===== src/rtl/commit_credit_arb.sv =====
// Round-robin, credit-gated arbiter feeding NGRANT write ports of one commit-lane FIFO.
// Optional COMMIT_ARB_PERF_EN adds a 32-bit stall counter output (perf_stall_cnt).
module commit_credit_arb #(
  parameter int NREQ   = 8,
  parameter int NGRANT = 2,
  parameter int QLEN   = 32,
  parameter int DW     = 64
) (
  input  logic                          clk,
  input  logic                          reset,
  input  logic [NREQ-1:0]               req_valid,
  input  logic [NREQ-1:0][DW-1:0]       req_data,
  output logic [NREQ-1:0]               req_ready,
  output logic [NGRANT-1:0]             wr_valid,
  output logic [NGRANT-1:0][DW-1:0]     wr_data,
  input  logic                          deq,
  output logic [$clog2(QLEN):0]         credits,
  output logic                          full
`ifdef COMMIT_ARB_PERF_EN
  ,
  output logic [31:0]                   perf_stall_cnt
`endif
);

  localparam int CW  = $clog2(QLEN) + 1;
  localparam int CW1 = CW + 1;
  localparam int PW  = (NREQ > 1) ? $clog2(NREQ) : 1;
  localparam int GW  = $clog2(NGRANT + 1);

  // Handshake: a payload transfers in the cycle where req_valid[i] & req_ready[i]
  // are both high; req_ready depends only on req_valid, credits and rr_ptr.

  logic [PW-1:0]             rr_ptr;
  logic [NREQ-1:0]           grant;
  logic [NGRANT-1:0][PW-1:0] sel;
  logic [GW-1:0]             ngrant;
  logic [PW-1:0]             last;
  logic [CW1-1:0]            cred_sum;
  logic [CW-1:0]             credits_nxt;
  logic [PW-1:0]             rr_nxt;

  always_comb begin
    int cnt;
    int idx;
    int limit;
    grant  = '0;
    sel    = '0;
    last   = '0;
    cnt    = 0;
    idx    = 0;
    limit  = (int'(credits) < NGRANT) ? int'(credits) : NGRANT;
    for (int j = 0; j < NREQ; j++) begin
      idx = int'(rr_ptr) + j;
      if (idx >= NREQ) idx = idx - NREQ;
      if (req_valid[idx] && (cnt < limit)) begin
        grant[idx] = 1'b1;
        for (int k = 0; k < NGRANT; k++) begin
          if (k == cnt) sel[k] = PW'(idx);
        end
        last = PW'(idx);
        cnt  = cnt + 1;
      end
    end
    ngrant = GW'(cnt);
  end

  assign req_ready = reset ? grant : '0;
  assign full      = (credits == '0);

  // A deq at full credit is illegal; clamp so the count can never exceed QLEN.
  assign cred_sum    = {1'b0, credits} - CW1'(ngrant) + CW1'(deq);
  assign credits_nxt = (cred_sum > CW1'(QLEN)) ? CW'(QLEN) : cred_sum[CW-1:0];
  assign rr_nxt      = (last == PW'(NREQ - 1)) ? '0 : last + 1'b1;

  always_ff @(posedge clk) begin
    if (!reset) begin
      credits  <= CW'(QLEN);
      rr_ptr   <= '0;
      wr_valid <= '0;
    end else begin
      credits <= credits_nxt;
      if (ngrant != '0) rr_ptr <= rr_nxt;
      for (int k = 0; k < NGRANT; k++) begin
        wr_valid[k] <= (k < int'(ngrant));
      end
    end
  end

  // Payload has no reset; it is only meaningful where wr_valid is set.
  always_ff @(posedge clk) begin
    for (int k = 0; k < NGRANT; k++) begin
      wr_data[k] <= req_data[sel[k]];
    end
  end

`ifdef COMMIT_ARB_PERF_EN
  always_ff @(posedge clk) begin
    if (!reset) begin
      perf_stall_cnt <= '0;
    end else if ((|req_valid) && (credits == '0)) begin
      perf_stall_cnt <= perf_stall_cnt + 32'd1;
    end
  end
`endif

`ifndef SYNTHESIS
  deq_at_full_credit : assert property (@(posedge clk) disable iff (!reset)
    !(deq && (credits == CW'(QLEN))))
    else $error("deq while credits == QLEN");
`endif

endmodule


===== config.mk =====
export PLATFORM = sky130hd
export DESIGN_NAME = commit_credit_arb
export DESIGN_NICKNAME = d
export VERILOG_FILES = /design/src/rtl/commit_credit_arb.sv
export SDC_FILE = /design/constraint.sdc
export NUM_CORES = 1
export LEC_CHECK = 0
export ABC_AREA = 1
export BUFFER_PORTS_ARGS = -buffer_cell sky130_fd_sc_hd__buf_4
export CORE_AREA = 10 10 251 253
export DETAILED_ROUTE_END_ITERATION = 16
export DIE_AREA = 0 0 261 263
export GPL_TIMING_DRIVEN = 0
export PLACE_DENSITY_LB_ADDON = 0.08
export SLEW_MARGIN = 20
export SYNTH_ARGS = -nofsm -noshare
export SYNTH_HDL_FRONTEND = slang
export SYNTH_SLANG_ARGS = --single-unit
export TNS_END_PERCENT = 1

===== constraint.sdc =====
create_clock -name clk -period 25.8 [get_ports clk]
set_input_delay 2.58 -clock clk [delete_from_list [all_inputs] [get_ports clk]]
set_output_delay 2.58 -clock clk [all_outputs]
set_load 0.05 [all_outputs]

==> flow_metrics.env, run 1 <==
export IMPL_synth_flop_cell="dfxtp_1"
export IMPL_portBuffers=667
export IMPL_fin_skew_ns=0.0134
export IMPL_cp_max_fo=12
export IMPL_wire_per_inst_um=22.5
export IMPL_setup_tns_ns=0
export IMPL_setup_violations=0
export IMPL_crit_required_ns=23.22
export IMPL_synth_cells=3748
export IMPL_cp_arrival_ns=14.52
export IMPL_gr_total_overflow=0
export IMPL_clock_latency_ns=0.51
export IMPL_async_flop_share_pct=0
export IMPL_hpwlAfterDp_um=92900
export IMPL_worst_slew_pin_slew_ns=0.807
export IMPL_die_area_mm2=0.0686
export IMPL_synth_warning_count=0
export IMPL_final_cell_mix="nand2_1, nand3_1, buf_4, inv_1, buf_2"
export IMPL_drt_wl_total_um=118000
export IMPL_cts_resized=0
export IMPL_die_w_um=261
export IMPL_ys_seq_area_share_pct=14.5
export IMPL_max_cap_violations=0
export IMPL_first_global_vias=26300
export IMPL_timing_worst_setup_path_type="flop to primary output"
export IMPL_core_mm2=0.0582
export IMPL_drt_iter0_drc=2650
export IMPL_slew_violations=0
export IMPL_cp_end_kind="primary output"
export IMPL_fp_dieH_um=263
export IMPL_postCtsHoldBufs=0
export IMPL_gp_congestion=0.970
export IMPL_cts_clk_slew_worst_paths_ns=0.08
export IMPL_crit_top_cell="nand2_1"
export IMPL_avgSynthCellArea_um2=5.12
export IMPL_grt_antenna_before_repair=33
export IMPL_io_pins=668
export IMPL_final_common_cell="nand2_1"
export IMPL_syn_area_mm2=0.0192
export IMPL_route_detailed_drc=0
export IMPL_ant_nets=0
export IMPL_slowest_stage="nor4_1"
export IMPL_synth_edf_count=0
export IMPL_dp_slack_ns=9.19
export IMPL_status="completed"
export IMPL_cts_setup_buffers=0
export IMPL_vias=27500
export IMPL_clock_sinks=139
export IMPL_first_pass_iters=6
export IMPL_drive_gt1_share_pct=21.9
export IMPL_ys_ff_latch=139
export IMPL_final_nets=5017
export IMPL_num_rows=89
export IMPL_hold_class="flop to flop"
export IMPL_cts_htree_levels=4
export IMPL_filler_cell_count=6696
export IMPL_start_util_pct=33.0
export IMPL_cp_start_kind="flop"
export IMPL_post_drt_via_cell_ratio=5.24
export IMPL_root_buffer="clkbuf_16"
export IMPL_synth_area_leaders="nand3_1, nand2_1, dfxtp_1"
export IMPL_slew_headroom_pct=45.7
export IMPL_hold_violations=0
export IMPL_grt_max_degree=17
export IMPL_critPathMaxStageDelay_ns=0.66
export IMPL_grt_usage_pct=32.8
export IMPL_grt_first_pass_wirelength_um=170000
export IMPL_cts_tree="done"
export IMPL_numCtsBuffers=17
export IMPL_rsz0062_at_grt="false"
export IMPL_yosys_area_top_type="nand3_1"
export IMPL_period_minus_slack_ns=17.10
export IMPL_synth_cell_types=48
export IMPL_area_growth_pct=34.5
export IMPL_synth_top_cell_area_share_pct=27.8
export IMPL_clock_path_buffers=2
export IMPL_max_freq_mhz=58.5
export IMPL_period_share_pct=66.3
export IMPL_timing_hold_ws_ns=0.714
export IMPL_setup_ws_ns=8.70
-- logic make-up after synthesis --
| group | synth area share, % |
|---|---|
| multiplexers | 0.163 |
| buffers and inverters | 19.4 |
| other | 0.0195 |
| XOR/XNOR | 0.495 |
| AND/OR/NAND/NOR | 57.2 |
| AO/OA/AOI/OAI | 4.48 |
| adder cells (fa/ha/maj) | 3.75 |
| flip-flops | 14.5 |
-- final cells by class --
class | count | area [µm²] | area share, %
timing repair buffer | 667 | 5010 | 19.4
clock inverter | 13 | 141 | 0.548
tap | 773 | 967 | 3.75
clock buffer | 19 | 433 | 1.68
sequential | 139 | 2780 | 10.8
multi-input combinational | 2724 | 12700 | 49.2
inverter | 615 | 2310 | 8.94
buffer | 273 | 1420 | 5.49
antenna | 26 | 65.1 | 0.252
-- stage by stage --
stage          utilization [%]  instance area, µm²  std cells
2_1_floorplan                -               19200       3751
3_3_place_gp              43.2               25200       5191
3_5_place_dp              43.2               25200       5191
4_1_cts                   44.2               25800       5223
5_1_grt                   44.3               25800       5244
6_report                  44.3               25800       5249
-- cell usage after synthesis (all sizes together), types with 17 or more instances --
master     n
a21oi     26
buf      234
clkbuf    39
dfxtp    139
ha        56
inv      609
nand2   1354
nand3   1069
nor2      53
nor3      18
o211ai    17
o21ai     52
-- worst max-delay path, delay by kind of cell (launching register included) --
family	cells	cell delay, ns
buffers and inverters	22	4.55
AND/OR/NAND/NOR	28	3.89
adder cells (fa/ha/maj)	8	2.45
AO/OA/AOI/OAI	11	2.43
flip-flops	1	0.33
XOR/XNOR	1	0.32
-- state kept, by name (all words and copies together), names as in the netlist --
register / cells
wr_data: 128
credits: 6
rr_ptr: 3
wr_valid: 2
-- worst paths after layout --
check	slack (ns)	cells past startpoint	endpoint	from
setup / recovery	8.70	70	req_ready[6]	rr_ptr[0]
hold reg to reg	0.71	3	credits[0]	credits[5]
hold / removal	0.71	3	credits[0]	credits[5]
setup reg to reg	9.94	79	credits[5]	rr_ptr[0]
-- layer usage --
metal,GRT usage (%),part of all wire (%)
met5,0,0.099
met4,15.8,4.3
met3,9.29,10
met2,52.7,46
met1,39.6,39
Power of run 1 is not shown: default switching activity piles up to over one toggle a cycle in this logic, so the estimate is an artifact.
==> inputs of run 2 (changes only) <==
- CORE_AREA: 10 10 251 253 -> 10 10 253 255
- DIE_AREA: 0 0 261 263 -> 0 0 263 265
- clock period: 25.8 -> 16.14 ns (I/O delays scaled with it)
==> run 2 against run 1 <==
  * Core utilization shrank 0.34 points
  * Via count hardly changed
  * Die area increased by 1.5%
  * Clock skew decreased by 0.0014 ns
  * Non-clock buffer count decreased by 1
  * Highest routed layer unchanged
==> flow_metrics.env, run 2 (synthesis results as in run 1) <==
export IMPL_status="completed"
export IMPL_slew_violations=0
export IMPL_portBuffers=667
export IMPL_r2r_cells=84
export IMPL_max_cap_violations=0
export IMPL_crit_top_cell="nand2_1"
export IMPL_final_cell_mix="nand2_1, nand3_1, buf_4, inv_1, buf_2"
export IMPL_drt_wl_total_um=119000
export IMPL_filler_cell_count=6796
export IMPL_gp_congestion=0.962
export IMPL_hold_violations=0
export IMPL_final_nets=5016
export IMPL_fin_skew_ns=0.0120
export IMPL_wire_per_inst_um=22.6
export IMPL_die_area_mm2=0.0697
export IMPL_slowest_stage="clkbuf_1"
export IMPL_hold_depth=3
export IMPL_drive_gt1_share_pct=22.1
export IMPL_slew_headroom_pct=51.4
export IMPL_core_mm2=0.0588
export IMPL_max_freq_mhz=66.9
export IMPL_timing_worst_setup_path_type="flop to primary output"
export IMPL_clock_sinks=139
export IMPL_min_to="credits[1]"
export IMPL_crit_required_ns=14.53
export IMPL_route_detailed_drc=0
export IMPL_rr_endpoint="credits[5]"
export IMPL_period_share_pct=92.6
export IMPL_timing_critical_path_from="rr_ptr[0]"
export IMPL_setup_tns_ns=0
export IMPL_critPathMaxStageDelay_ns=0.39
export IMPL_grt_antenna_before_repair=47
export IMPL_clock_latency_ns=0.51
export IMPL_die_w_um=263
export IMPL_setup_violations=0
export IMPL_clock_path_buffers=2
export IMPL_start_util_pct=32.6
export IMPL_io_pins=668
export IMPL_first_global_vias=26500
export IMPL_cp_start_kind="flop"
export IMPL_fp_dieH_um=265
export IMPL_cts_tree="done"
export IMPL_largest_reg_flops=128
export IMPL_drt_iter0_drc=2463
export IMPL_ant_nets=0
export IMPL_reg2reg_from="rr_ptr[0]"
export IMPL_grt_usage_pct=32.2
export IMPL_cp_end_kind="primary output"
export IMPL_worst_slew_pin_slew_ns=0.730
export IMPL_numCtsBuffers=17
export IMPL_cp_arrival_ns=13.33
export IMPL_hpwlAfterDp_um=93900
export IMPL_cts_htree_levels=4
export IMPL_cts_clk_slew_worst_paths_ns=0.07
export IMPL_post_drt_via_cell_ratio=5.23
export IMPL_num_rows=89
export IMPL_rsz0062_at_grt="false"
export IMPL_r2r_slack_ns=1.48
export IMPL_final_common_cell="nand2_1"
export IMPL_gr_total_overflow=0
export IMPL_root_buffer="clkbuf_16"
export IMPL_cp_max_fo=12
export IMPL_top_register="wr_data"
export IMPL_cts_resized=0
export IMPL_area_growth_pct=34.7
export IMPL_postCtsHoldBufs=0
export IMPL_hold_class="flop to flop"
export IMPL_grt_first_pass_wirelength_um=172000
export IMPL_period_minus_slack_ns=14.94
export IMPL_largestRegisters="wr_data: 128 flops, credits: 6 flops, rr_ptr: 3 flops"
export IMPL_vias=27500
export IMPL_grt_max_degree=17
export IMPL_first_pass_iters=9
export IMPL_hp_start="credits[5]"
export IMPL_cts_setup_buffers=0
-- run 2: cell count changes in the layout (fill, tap and decap cells not counted), sizes merged --
cell	before	now
clkbuf	58	55
clkinv	11	6
bufinv	2	1
clkinvlp	3	6
inv	612	617
diode	26	36
-- run 2: worst max path at each step --
stage                         to  slack (ns)  depth (start not counted)
detailed placement    credits[5]        0.56                         79
floorplan           req_ready[0]        3.50                         69
finish              req_ready[4]        1.20                         75
global route        req_ready[2]        0.07                         76
CTS                 req_ready[4]        0.24                         70
global placement      credits[5]        0.49                         84
-- run 2: worst max-delay path: cells and delay by family, from the launching register on --
family	cells	cell delay, ns
AO/OA/AOI/OAI	11	2.07
AND/OR/NAND/NOR	32	3.58
flip-flops	1	0.34
adder cells (fa/ha/maj)	8	2.31
XOR/XNOR	1	0.33
buffers and inverters	23	4.17
-- run 2: cell type report --
type                       count  area [µm²]  share of cell area, %
multi-input combinational   2724       12700                   49.1
timing repair buffer         667        5010                   19.4
sequential                   139        2780                   10.8
inverter                     615        2310                   8.94
buffer                       272        1420                   5.48
tap                          773         967                   3.74
clock buffer                  17         425                   1.64
clock inverter                15         154                  0.595
antenna                       36        90.1                  0.348
-- run 2: stage by stage --
| step | hold WS (ns) | util, % | cells | cell area [µm²] | setup WS, ns |
|---|---|---|---|---|---|
| 2_1_floorplan | 0.595 | - | 3751 | 19200 | 3.50 |
| 3_3_place_gp | 0.673 | 42.8 | 5191 | 25200 | 0.493 |
| 3_5_place_dp | 0.682 | 42.8 | 5191 | 25200 | 0.562 |
| 4_1_cts | 0.690 | 43.8 | 5223 | 25800 | 0.237 |
| 5_1_grt | 0.738 | 44.0 | 5250 | 25800 | 0.0699 |
| 6_report | 0.694 | 44.0 | 5258 | 25900 | 1.20 |
-- run 2: layer usage --
metal	up-vias	part of all wire (%)	global-route usage, %
li1	13200	-	-
met1	12600	39	38.8
met2	1495	47	53.1
met3	230	10	8.88
met4	24	3.6	14.0
met5	-	0.13	0
Power of run 2 is left out for the same reason.
